==> config.mk <==
export PLATFORM = sky130hd
export DESIGN_NAME = rv_hart_issue
export DESIGN_NICKNAME = d
export VERILOG_FILES = /design/src/rtl/rv_mt_pkg.sv /design/src/rtl/rv_rr_pick8.sv /design/src/rtl/rv_hart_issue.sv
export SDC_FILE = /design/constraint.sdc
export NUM_CORES = 1
export LEC_CHECK = 0
export CAP_MARGIN = 20
export CORE_ASPECT_RATIO = 0.5
export CORE_MARGIN = 2
export CORE_UTILIZATION = 30
export DETAILED_ROUTE_END_ITERATION = 10
export PLACE_DENSITY = 0.52
export SLEW_MARGIN = 40
export SYNTH_ARGS = -nofsm -noshare
export SYNTH_HDL_FRONTEND = slang
export SYNTH_HIERARCHICAL = 1
export SYNTH_SLANG_ARGS = --single-unit
export TNS_END_PERCENT = 100
==> constraint.sdc <==
create_clock -name clk -period 13.6 [get_ports clk]
set_input_delay 2.72 -clock clk [delete_from_list [all_inputs] [get_ports clk]]
set_output_delay 2.72 -clock clk [all_outputs]
set_load 0.03 [all_outputs]
==> src/rtl/rv_mt_pkg.sv <==
`default_nettype none
// ============================================================================
// Module  : rv_mt_pkg
// Brief   : Shared hart-count, hart-id type and reset-PC constants.
// Revision: 1.0
// ============================================================================
package rv_mt_pkg;

  localparam int NUM_HARTS = 8;
  localparam int HART_W    = 3;

  typedef logic [HART_W-1:0] hart_id_t;

  localparam logic [31:0] RV_DEFAULT_RESET_PC = 32'h0000_0000;

endpackage : rv_mt_pkg
`default_nettype wire

==> src/rtl/rv_rr_pick8.sv <==
`default_nettype none
// ============================================================================
// Module  : rv_rr_pick8
// Brief   : Combinational round-robin picker: first set mask bit after last.
// Revision: 1.0
// ============================================================================
module rv_rr_pick8
  import rv_mt_pkg::*;
(
  input  logic [NUM_HARTS-1:0] mask,
  input  hart_id_t             last,
  output hart_id_t             sel,
  output logic                 any
);

  hart_id_t idx;

  // Offsets 1..8 from last; the 3-bit add wraps 7 -> 0, offset 8 revisits last.
  always_comb begin
    sel = last;
    any = 1'b0;
    idx = '0;
    for (int i = 1; i <= NUM_HARTS; i++) begin
      idx = last + HART_W'(i);
      if (!any && mask[idx]) begin
        sel = idx;
        any = 1'b1;
      end
    end
  end

endmodule : rv_rr_pick8
`default_nettype wire

==> src/rtl/rv_hart_issue.sv <==
`default_nettype none
// ============================================================================
// Module  : rv_hart_issue
// Brief   : 8-hart barrel issue stage with round-robin pick, block mask and
//           PC redirect bypass.
// Revision: 1.0
// ============================================================================
module rv_hart_issue
  import rv_mt_pkg::*;
#(
  parameter int                    DATA_WIDTH = 32,
  parameter logic [DATA_WIDTH-1:0] RESET_PC   = DATA_WIDTH'(RV_DEFAULT_RESET_PC)
) (
  input  logic                  clk,
  input  logic                  rst,
  input  logic [7:0]            hart_enable,
  input  logic                  stall,
  input  logic                  block_valid,
  input  logic [2:0]            block_hart,
  input  logic                  unblock_valid,
  input  logic [2:0]            unblock_hart,
  input  logic                  redir_valid,
  input  logic [2:0]            redir_hart,
  input  logic [DATA_WIDTH-1:0] redir_pc,
  output logic                  issue_valid,
  output logic [2:0]            issue_hart,
  output logic [DATA_WIDTH-1:0] issue_pc
);

  logic [DATA_WIDTH-1:0] pc_q [NUM_HARTS];
  logic [DATA_WIDTH-1:0] pc_d [NUM_HARTS];
  logic [NUM_HARTS-1:0]  blocked_q, blocked_d;
  hart_id_t              last_q, last_d;
  logic                  issue_valid_q, issue_valid_d;
  hart_id_t              issue_hart_q, issue_hart_d;
  logic [DATA_WIDTH-1:0] issue_pc_q, issue_pc_d;

  logic [NUM_HARTS-1:0]  eligible;
  hart_id_t              sel;
  logic                  any;
  logic [DATA_WIDTH-1:0] fetch_pc;

  assign eligible = hart_enable & ~blocked_q;

  rv_rr_pick8 u_pick (
    .mask (eligible),
    .last (last_q),
    .sel  (sel),
    .any  (any)
  );

  always_comb begin
    pc_d          = pc_q;
    blocked_d     = blocked_q;
    last_d        = last_q;
    issue_valid_d = issue_valid_q;
    issue_hart_d  = issue_hart_q;
    issue_pc_d    = issue_pc_q;

    // Block applied after unblock so it wins on a same-hart collision.
    if (unblock_valid) blocked_d[unblock_hart] = 1'b0;
    if (block_valid)   blocked_d[block_hart]   = 1'b1;

    if (redir_valid) pc_d[redir_hart] = redir_pc;

    fetch_pc = (redir_valid && (redir_hart == sel)) ? redir_pc : pc_q[sel];

    if (!stall) begin
      if (any) begin
        issue_valid_d = 1'b1;
        issue_hart_d  = sel;
        issue_pc_d    = fetch_pc;
        pc_d[sel]     = fetch_pc + DATA_WIDTH'(4);
        last_d        = sel;
      end else begin
        issue_valid_d = 1'b0;
      end
    end
  end

  always_ff @(posedge clk or posedge rst) begin
    if (rst) begin
      for (int h = 0; h < NUM_HARTS; h++) pc_q[h] <= RESET_PC;
      blocked_q     <= '0;
      last_q        <= hart_id_t'(NUM_HARTS - 1);
      issue_valid_q <= 1'b0;
      issue_hart_q  <= '0;
      issue_pc_q    <= RESET_PC;
    end else begin
      pc_q          <= pc_d;
      blocked_q     <= blocked_d;
      last_q        <= last_d;
      issue_valid_q <= issue_valid_d;
      issue_hart_q  <= issue_hart_d;
      issue_pc_q    <= issue_pc_d;
    end
  end

  assign issue_valid = issue_valid_q;
  assign issue_hart  = issue_hart_q;
  assign issue_pc    = issue_pc_q;

endmodule : rv_hart_issue
`default_nettype wire

==> load_flow_metrics.sql, run 1 <==
INSERT INTO impl_metrics (metric_group, metric, value, unit) VALUES
('status', 'run_status', 'finished, final reports clean', ''),
('logic_synthesis', 'yosysTopAreaCellShare', '42.7', '%'),
('clock_network', 'ctsRootBufferMaster', 'clkbuf_16', ''),
('placed_design', 'hpwl', '34000', 'um'),
('finish', 'share_of_layout_cells_above_drive_strength_1', '19.9', '%'),
('clock_network', 'cts_tree', 'yes', ''),
('critical_path', 'reg2reg_depth', '22', ''),
('placed_design', 'port_buffers', '90', ''),
('critical_path', 'critical-path-slowest-cell', 'and4_4', ''),
('grt', 'grt_overflow_total', '0', ''),
('die', 'core_area', '57600', 'um2'),
('critical_path', 'timing.critical_path.cells', 'clkdlybuf4s50_1 > nor2b_1 > mux4_1 > mux2i_1 > nor2b_1 > o21ai_0 > o21ai_0 > o22ai_4 > buf_4 > xnor2_1 > and4_4 > a21oi_1 > inv_1 > ha_1 > inv_1 > a211oi_1 > o211ai_1 > buf_4 > or4_4 > nor2_1 > xor2_1 > o21ai_0', ''),
('drt', 'routed_wire_length_per_instance', '22.1', 'um'),
('drt', 'drcViolationCount', '0', ''),
('die', 'io-pin-count', '91', ''),
('grt', 'pin_count_of_the_biggest_net_entering_global_routing', '118', ''),
('logic_synthesis', 'synth.yosys.seq_area_share', '43.1', '%'),
('finish', 'num-nets-final', '1844', ''),
('clock_network', 'cts.sinks', '303', ''),
('critical_path', 'critical_path.max_fanout', '50', ''),
('drt', 'drt-vias-per-instance', '5.27', ''),
('finish', 'multi_input_combinational_cell_area', '9430', 'um2'),
('critical_path', 'critical_path.startpoint_type', 'input port', ''),
('die', 'chipHeight', '175', 'um'),
('clock_network', 'clockBufferDepth', '3', ''),
('timing', 'slew_viol_final', '0', ''),
('timing', 'time_the_final_worst_path_needs_with_i_o_delays_and_setup', '9040', 'ps'),
('logic_synthesis', 'ys_seq_elements', '303', ''),
('critical_path', 'crit_arrival', '9420', 'ps'),
('finish', 'sequential_cell_area', '7590', 'um2'),
('clock_network', 'cts_resizes', '0', ''),
('timing', 'max_slew.worst_pin.slew', '876', 'ps'),
('timing', 'final_hold_viol_count', '0', ''),
('worst_hold_path', 'timing.hold.worst_path_depth', '2', ''),
('drt', 'via_count', '13600', ''),
('die', 'initial_core_util', '30.5', '%'),
('timing', 'fin_setup_tns', '0', 'ps'),
('logic_synthesis', 'synth.largest_area_cell', 'dfrtp_1', ''),
('logic_synthesis', 'asyncSetResetFlopFracSynth', '100', '%'),
('grt', 'grt_pass1_vias', '13500', ''),
('worst_hold_path', 'hold_class', 'reg2reg', ''),
('logic_synthesis', 'mappedNetlistArea', '17600', 'um2'),
('finish', 'fillCellCount', '5796', ''),
('die', 'die_footprint', '60700', 'um2'),
('drt', 'drt_pass1_iterations', '5', ''),
('clock_network', 'total_clock_buffers_created_by_cts', '35', ''),
('critical_path', 'critical_path_required', '13980', 'ps'),
('placed_design', 'gp_weighted_congestion', '0.821', ''),
('finish', 'antenna_cells_inserted', '0', ''),
('timing', 'final.period_utilization', '66.5', '%'),
('timing', 'setup_violations', '0', ''),
('timing', 'worst_clock_skew', '10.5', 'ps'),
('finish', 'flow.area_growth_from_synthesis', '16.1', '%'),
('die', 'width_of_the_die', '347', 'um'),
('logic_synthesis', 'netlist_instances', '1773', ''),
('logic_synthesis', 'synth_warnings', '6', ''),
('timing', 'finalHoldWorstSlack', '476', 'ps'),
('logic_synthesis', 'synth_top_flop_cell', 'dfrtp_1', ''),
('logic_synthesis', 'average_size_of_a_mapped_cell', '9.92', 'um2'),
('clock_network', 'ctsHoldBuffers', '0', ''),
('drt', 'routed_wire_length', '56900', 'um'),
('timing', 'setup_repair_after_global_routing_missed_its_margin', 'false', ''),
('clock_network', 'cts.htree.levels', '2', ''),
('timing', 'slew_headroom', '41.5', '%'),
('critical_path', 'crit_type', 'in2reg', ''),
('flow_run', 'timing.max_cap.violations', '0', ''),
('clock_network', 'cts_setup_buffers', '0', ''),
('clock_network', 'clk_pin_slew', '60', 'ps'),
('grt', 'grt_pass1_wl', '86800', 'um'),
('critical_path', 'reg2reg_slack', '5900', 'ps'),
('logic_synthesis', 'synth_enable_flop_cells', '0', '');
==> cells by family (layout without fill, tap and decap cells) <==
group           Yosys count  count (layout)  share of synthesized area (%)
buf+inv                 161             199                           4.08
xor+xnor                 34              34                           2.05
simple gates            488             488                           12.7
mux                     335             335                           22.8
flops                   303             303                           43.1
fa+ha+maj                 3               3                          0.213
compound gates          449             449                           15.0
==> final cells by class <==
class,count,share of cell area [%]
multi-input cells,1309,46.1
flip-flops and latches,303,37.1
repair buffers,126,5.83
clock buffers,51,5.13
well taps,768,4.70
clock inverters,11,0.790
inverters,11,0.263
==> critical path: cells and delay by family <==
family	cells	cell delay [ps]
xor gates and xnor gates	2	690
AOI/OAI and AO/OA	7	1660
muxes	2	1050
buffers and inverters	5	1470
adders and majority gates	1	220
and+or+nand+nor	5	1580
==> layout by cell type (no fill, tap or decap), types with 4 or more instances in the layout <==
master / instances
dfrtp_1: 300
nand2_1: 218
mux2_2: 178
a21oi_1: 149
o21ai_0: 148
nor2_1: 137
mux2i_1: 120
clkdlybuf4s50_1: 90
nor2b_1: 40
clkbuf_16: 37
mux4_2: 33
buf_4: 32
a211oi_1: 30
o21ai_1: 21
o221ai_1: 19
nand2b_1: 17
xnor2_1: 15
o22ai_1: 12
a31oi_1: 10
xor2_1: 10
nand3_1: 9
inv_1: 8
and2_1: 7
nor3_1: 7
a211o_1: 7
o31ai_1: 7
clkbuf_8: 7
clkbuf_1: 7
a22oi_1: 6
o211ai_1: 6
clkinv_2: 6
a221oi_1: 5
nor3_2: 5
xor2_2: 5
nand4_1: 4
or2_2: 4
bufinv_16: 4
==> stage by stage <==
step                instances  setup WS [ps]  area, um2  utilization (%)
finish                   2579           4560      20400             35.4
global route             2579           4170      20400             35.4
CTS                      2578           4550      20400             35.4
detailed placement       2516           4000      19200             33.3
global placement         2516           3780      19200             33.2
floorplan                1773           2510      17600                -
==> registers in the layout (all words and copies together), names as in the netlist <==
signal and count:
issue_pc 32, pc_q 256, blocked_q 8, issue_valid 1, last_q 3, issue_hart 3
==> worst paths after layout <==
| check | from | to |
|---|---|---|
| max in group asynchronous | rst | pc_q[98] |
| max reg2reg | last_q[1] | pc_q[188] |
| min | issue_pc[24] | issue_pc[24] |
| min in group asynchronous | rst | pc_q[32] |
| max | hart_enable[2] | pc_q[188] |
| min reg2reg | issue_pc[24] | issue_pc[24] |
==> metal layers <==
layer	vias up	global-route usage, %	routed length (um)
li1	6383	-	-
met1	6770	25.3	25900
met2	351	31.3	27100
met3	78	2.75	2790
met4	0	4.20	1140
met5	-	0	0
Power of run 1 is left out: the tool's default activity adds up to more than one toggle a clock period on the data nets, which glitch-free logic cannot reach.
==> inputs of run 2 (changes only) <==
clock period = 8.8 ns   (was 13.6 ns; I/O delays follow)
==> run 2 against run 1 <==
  * Hold slack improved by 3.1 ps
  * Final area increased by 1.5%
  * Sequential share of layout area shrank 0.56 points
  * Critical endpoint is now pc_q[186]
==> load_flow_metrics.sql, run 2 (synthesized netlist as in run 1, its figures left out) <==
INSERT INTO impl_metrics (metric_group, metric, value, unit) VALUES
('critical_path', 'critical_path_required', '9200', 'ps'),
('finish', 'fillCellCount', '5746', ''),
('critical_path', 'critical_path.max_fanout', '13', ''),
('critical_path', 'crit_arrival', '8230', 'ps'),
('timing', 'fin_setup_tns', '0', 'ps'),
('timing', 'achievable-frequency', '128', 'MHz'),
('die', 'io-pin-count', '91', ''),
('finish', 'largest_register_ffs', '256', ''),
('worst_hold_path', 'hold_class', 'reg2reg', ''),
('drt', 'via_count', '13700', ''),
('timing', 'setup_repair_after_global_routing_missed_its_margin', 'false', ''),
('grt', 'grt_pass1_wl', '87700', 'um'),
('timing', 'worst_clock_skew', '23.8', 'ps'),
('clock_network', 'cts_resizes', '0', ''),
('placed_design', 'port_buffers', '90', ''),
('clock_network', 'cts_setup_buffers', '0', ''),
('grt', 'grt_overflow_total', '0', ''),
('clock_network', 'worstSkewPairLatency', '540', 'ps'),
('grt', 'grt_antenna_before_repair', '1', ''),
('grt', 'busiest_layer', 'met2', ''),
('critical_path', 'critical-path-slowest-cell', 'nor2b_1', ''),
('clock_network', 'clk_pin_slew', '70', 'ps'),
('critical_path', 'timing.critical_path.cells', 'clkdlybuf4s50_1 > nor2b_1 > mux4_1 > mux2_4 > nor4b_4 > nand2_2 > o221ai_2 > xnor2_2 > buf_4 > nor2b_1 > a221oi_1 > o221ai_1 > o21a_1 > ha_1 > inv_1 > a211oi_1 > o211ai_1 > buf_2 > or4_4 > or3_4 > xnor2_4 > o21ai_1', ''),
('timing', 'slew_viol_final', '0', ''),
('grt', 'met2_usage', '31.2', '%'),
('drt', 'routed_wire_length_per_instance', '21.9', 'um'),
('die', 'die_footprint', '60700', 'um2'),
('finish', 'flow.area_growth_from_synthesis', '17.9', '%'),
('clock_network', 'cts.htree.levels', '2', ''),
('finish', 'share_of_layout_cells_above_drive_strength_1', '21.1', '%'),
('critical_path', 'worst_path_dominant_cell_family', 'simple AND/OR/NAND/NOR gates', ''),
('grt', 'pin_count_of_the_biggest_net_entering_global_routing', '97', ''),
('die', 'width_of_the_die', '347', 'um'),
('status', 'run_status', 'finished, final reports clean', ''),
('finish', 'num-nets-final', '1868', ''),
('timing', 'slew_headroom', '45.9', '%'),
('grt', 'met1_usage_in_global_routing', '26.0', '%'),
('finish', 'sequential_cell_area', '7590', 'um2'),
('die', 'chipHeight', '175', 'um'),
('finish', 'final_core_utilization', '36.0', '%'),
('placed_design', 'gp_weighted_congestion', '0.803', ''),
('grt', 'grt.met3_usage', '2.35', '%'),
('critical_path', 'worst-path-buf-inv', '4', ''),
('die', 'core_area', '57600', 'um2'),
('clock_network', 'total_clock_buffers_created_by_cts', '35', ''),
('finish', 'multi_input_combinational_cell_area', '9430', 'um2'),
('timing', 'max_slew.worst_pin.slew', '810', 'ps'),
('timing', 'final.period_utilization', '88.9', '%'),
('timing', 'final_hold_viol_count', '0', ''),
('critical_path', 'critical-path-top-cell-by-count', 'nor2b_1', ''),
('drt', 'routed_wire_length', '57000', 'um'),
('drt', 'postRouteAntennaNets', '0', ''),
('finish', 'antenna_cells_inserted', '0', ''),
('clock_network', 'ctsHoldBuffers', '0', ''),
('placed_design', 'hpwl', '35300', 'um'),
('grt', 'grt_pass1_vias', '13700', ''),
('finish', 'layout.cells.most_common', 'dfrtp_1', ''),
('critical_path', 'crit_type', 'in2reg', ''),
('drt', 'drcViolationCount', '0', ''),
('critical_path', 'critical_path.startpoint_type', 'input port', ''),
('grt', 'grt.total_usage', '18.7', '%'),
('clock_network', 'cts_tree', 'yes', ''),
('finish', 'max_flop_register', 'pc_q', ''),
('die', 'core.rowCount', '62', ''),
('drt', 'drt_pass1_iterations', '7', ''),
('clock_network', 'clockBufferDepth', '3', ''),
('clock_network', 'ctsRootBufferMaster', 'clkbuf_16', ''),
('timing', 'setup_violations', '0', ''),
('finish', 'layout_common_cells', '300 x dfrtp_1, 219 x nand2_1, 178 x mux2_2', ''),
('clock_network', 'cts.sinks', '303', ''),
('die', 'initial_core_util', '30.5', '%'),
('critical_path', 'cpPeakStageDelay', '640', 'ps'),
('drt', 'initial_drc_count', '1058', ''),
('critical_path', 'timing.critical_path.to_type', 'flop', ''),
('timing', 'time_the_final_worst_path_needs_with_i_o_delays_and_setup', '7820', 'ps'),
('drt', 'drt-vias-per-instance', '5.26', ''),
('flow_run', 'timing.max_cap.violations', '0', '');
[run 2: per-stage QoR]
| step | hold WS, ps | instances | cell area, um2 | setup slack, ps |
|---|---|---|---|---|
| 2_1_floorplan | 437 | 1773 | 17600 | 1570 |
| 3_3_place_gp | 461 | 2534 | 19300 | 632 |
| 3_5_place_dp | 466 | 2538 | 19500 | 453 |
| 4_1_cts | 482 | 2601 | 20700 | 981 |
| 5_1_grt | 503 | 2604 | 20700 | 716 |
| 6_report | 479 | 2604 | 20700 | 975 |
[run 2: layout make-up]
| cell class | count | area share [%] |
|---|---|---|
| clock buffer | 51 | 5.20 |
| timing repair buffer | 150 | 7.23 |
| clock inverter | 12 | 0.664 |
| sequential | 303 | 36.6 |
| inverter | 11 | 0.217 |
| tap | 768 | 4.63 |
| multi-input combinational | 1309 | 45.5 |
[run 2: per-layer routing]
layer | vias up | share of wire, % | routed length [um]
met1 | 6880 | 47 | 26600
met5 | - | 0.018 | 10
met2 | 326 | 47 | 26900
li1 | 6419 | - | -
met3 | 77 | 4.5 | 2590
met4 | 2 | 1.7 | 963
[run 2: final timing paths]
| check | start | to | slack, ps | depth (start not counted) |
|---|---|---|---|---|
| min in group asynchronous | rst | pc_q[160] | 1650 | 3 |
| min reg2reg | issue_pc[23] | issue_pc[23] | 480 | 2 |
| max | hart_enable[2] | pc_q[186] | 980 | 22 |
| max in group asynchronous | rst | issue_pc[12] | 5550 | 6 |
| min | issue_pc[23] | issue_pc[23] | 480 | 2 |
| max reg2reg | last_q[1] | pc_q[186] | 1340 | 22 |
[run 2: worst reg2reg max path, stage by stage (launching register included)]
cell and delay (ps):
dfstp_2 810, inv_1 260, ha_1 560, mux4_1 460, mux2_4 360, nor4b_4 320
nand2_2 80, o221ai_2 190, xnor2_2 240, buf_4 280, nor2b_1 640, a221oi_1 190
o221ai_1 290, o21a_1 180, ha_1 210, inv_1 80, a211oi_1 400, o211ai_1 300
buf_2 260, or4_4 480, or3_4 380, xnor2_4 260, o21ai_1 110
Power of run 2 is left out for the same reason.
==> inputs of run 3 (changes only) <==
CORE_MARGIN = default   (was 2)
==> run 3 against run 2 <==
  * Count of clock-buffer cells in the layout is 4 higher
  * Sequential cell count stayed put
  * Cell count is 0.12% higher
  * Worst setup slack better by 180 ps
  * Routed wire length hardly changed
  * Utilization is 0.093 points lower
  * Maximum frequency is 2.3% higher
  * Clock skew is 2.9 ps lower
  * Non-clock buffer count is 5 higher
  * Die area is 1.7% lower
  * Final area is 0.26% lower
  * Hold slack worse by 0.67 ps
  * Critical path type unchanged
==> load_flow_metrics.sql, run 3 (synthesized netlist as in run 1, its figures left out) <==
INSERT INTO impl_metrics (metric_group, metric, value, unit) VALUES
('critical_path', 'critical_path_required', '9180', 'ps'),
('grt', 'pin_count_of_the_biggest_net_entering_global_routing', '133', ''),
('timing', 'achievable-frequency', '131', 'MHz'),
('critical_path', 'crit_type', 'in2reg', ''),
('critical_path', 'critical-path-top-cell-by-count', 'nor2b_1', ''),
('clock_network', 'total_clock_buffers_created_by_cts', '35', ''),
('grt', 'grt.total_usage', '19.1', '%'),
('clock_network', 'ctsHoldBuffers', '0', ''),
('drt', 'routed_wire_length', '57000', 'um'),
('die', 'core_area', '57600', 'um2'),
('worst_hold_path', 'hold_class', 'reg2reg', ''),
('drt', 'drt-vias-per-instance', '5.27', ''),
('drt', 'via_count', '13700', ''),
('timing', 'slew_viol_final', '0', ''),
('die', 'die_footprint', '59700', 'um2'),
('grt', 'grt_pass1_wl', '87400', 'um'),
('clock_network', 'cts_tree', 'yes', ''),
('clock_network', 'cts_resizes', '0', ''),
('finish', 'share_of_layout_cells_above_drive_strength_1', '20.7', '%'),
('finish', 'antenna_cells_inserted', '0', ''),
('drt', 'routed_wire_length_per_instance', '21.9', 'um'),
('die', 'width_of_the_die', '345', 'um'),
('timing', 'final.period_utilization', '86.9', '%'),
('clock_network', 'ctsRootBufferMaster', 'clkbuf_16', ''),
('placed_design', 'port_buffers', '90', ''),
('finish', 'flow.area_growth_from_synthesis', '17.6', '%'),
('drt', 'drcViolationCount', '0', ''),
('placed_design', 'gp_weighted_congestion', '0.800', ''),
('status', 'run_status', 'finished, final reports clean', ''),
('critical_path', 'worst-path-buf-inv', '3', ''),
('drt', 'postRouteAntennaNets', '0', ''),
('flow_run', 'timing.max_cap.violations', '0', ''),
('finish', 'max_flop_register', 'pc_q', ''),
('clock_network', 'clockBufferDepth', '3', ''),
('timing', 'setup_violations', '0', ''),
('timing', 'setup_repair_after_global_routing_missed_its_margin', 'false', ''),
('finish', 'fillCellCount', '5756', ''),
('finish', 'layout.cells.most_common', 'dfrtp_1', ''),
('drt', 'drt_pass1_iterations', '7', ''),
('clock_network', 'worstSkewPairLatency', '530', 'ps'),
('drt', 'initial_drc_count', '1015', ''),
('die', 'core.rowCount', '62', ''),
('timing', 'slew_headroom', '43.1', '%'),
('die', 'chipHeight', '173', 'um'),
('critical_path', 'critical_path.startpoint_type', 'input port', ''),
('timing', 'worst_clock_skew', '20.9', 'ps'),
('finish', 'layout_common_cells', '300 x dfrtp_1, 219 x nand2_1, 178 x mux2_2', ''),
('critical_path', 'critical-path-slowest-cell', 'nor2b_1', ''),
('critical_path', 'worst_path_dominant_cell_family', 'simple AND/OR/NAND/NOR gates', ''),
('clock_network', 'cts.htree.levels', '2', ''),
('finish', 'largest_register_ffs', '256', ''),
('grt', 'grt_overflow_total', '0', ''),
('placed_design', 'hpwl', '34700', 'um'),
('timing', 'max_slew.worst_pin.slew', '854', 'ps'),
('critical_path', 'critical_path.max_fanout', '37', ''),
('clock_network', 'cts_setup_buffers', '0', ''),
('critical_path', 'timing.critical_path.cells', 'clkdlybuf4s50_1 > nor2b_1 > mux4_1 > mux2_4 > nor3_2 > nand2_1 > a21o_1 > a21oi_4 > buf_12 > nor2b_1 > a221oi_1 > o221ai_1 > o21a_1 > ha_1 > inv_1 > a211oi_1 > o211ai_1 > or4_4 > or3_4 > xnor2_4 > o21ai_1', ''),
('critical_path', 'cpPeakStageDelay', '650', 'ps'),
('die', 'io-pin-count', '91', ''),
('clock_network', 'clk_pin_slew', '60', 'ps'),
('grt', 'grt_pass1_vias', '13500', ''),
('die', 'initial_core_util', '30.5', '%'),
('critical_path', 'timing.critical_path.to_type', 'flop', ''),
('clock_network', 'cts.sinks', '303', ''),
('timing', 'time_the_final_worst_path_needs_with_i_o_delays_and_setup', '7650', 'ps'),
('timing', 'fin_setup_tns', '0', 'ps'),
('timing', 'final_hold_viol_count', '0', ''),
('critical_path', 'crit_arrival', '8030', 'ps'),
('finish', 'num-nets-final', '1873', ''),
('grt', 'grt_antenna_before_repair', '0', '');
[run 3: changes by cell type in the layout (fill, tap and decap cells not counted), moves of 2 or more]
| cell | delta |
|---|---|
| clkinv_2 | -5 |
| xnor2_2 | -4 |
| buf_4 | +7 |
| xnor2_1 | +3 |
| clkbuf_1 | +5 |
| buf_6 | +2 |
[run 3: per-stage QoR]
stage / hold WS [ps] / util, % / std cells / cell area, um2 / worst slack [ps]
2_1_floorplan: 437 / - / 1773 / 17600 / 1570
3_3_place_gp: 461 / 33.7 / 2543 / 19400 / 751
3_5_place_dp: 466 / 33.7 / 2543 / 19400 / 671
4_1_cts: 481 / 35.7 / 2604 / 20600 / 1170
5_1_grt: 507 / 35.9 / 2607 / 20700 / 751
6_report: 478 / 35.9 / 2607 / 20700 / 1150
[run 3: path summary, 6_finish.rpt]
check,startpoint,slack [ps],endpoint,cells past startpoint
hold / removal,issue_pc[1],480,issue_pc[1],2
hold reg to reg,issue_pc[1],480,issue_pc[1],2
setup reg to reg,last_q[1],1550,pc_q[154],21
max in group asynchronous,rst,5830,pc_q[100],5
setup / recovery,hart_enable[2],1150,pc_q[154],21
min in group asynchronous,rst,1760,pc_q[160],3
[run 3: area by class of cell]
class / count / area, um2 / share of cell area, %
Tap cell: 768 / 961 / 4.64
Inverter: 11 / 45.0 / 0.218
Clock inverter: 6 / 83.8 / 0.405
Sequential cell: 303 / 7590 / 36.7
Clock buffer: 55 / 1080 / 5.24
Timing Repair Buffer: 155 / 1510 / 7.28
Multi-Input combinational cell: 1309 / 9420 / 45.5
[run 3: tightest hold or removal path: cells and delay by family (launching register included)]
family / cells / cell delay [ps]
flip-flops: 1 / 340
AO/OA/AOI/OAI: 1 / 60
AND/OR/NAND/NOR: 1 / 40
[run 3: per-layer routing]
| layer | routed length [um] | GRT usage, % | share of wire [%] | vias up |
|---|---|---|---|---|
| li1 | - | - | - | 6444 |
| met1 | 26200 | 26.9 | 46 | 6853 |
| met2 | 26800 | 30.5 | 47 | 334 |
| met3 | 2570 | 2.85 | 4.5 | 96 |
| met4 | 1420 | 5.22 | 2.5 | 0 |
| met5 | 0 | 0 | 0 | - |
Power of run 3 is left out for the same reason.
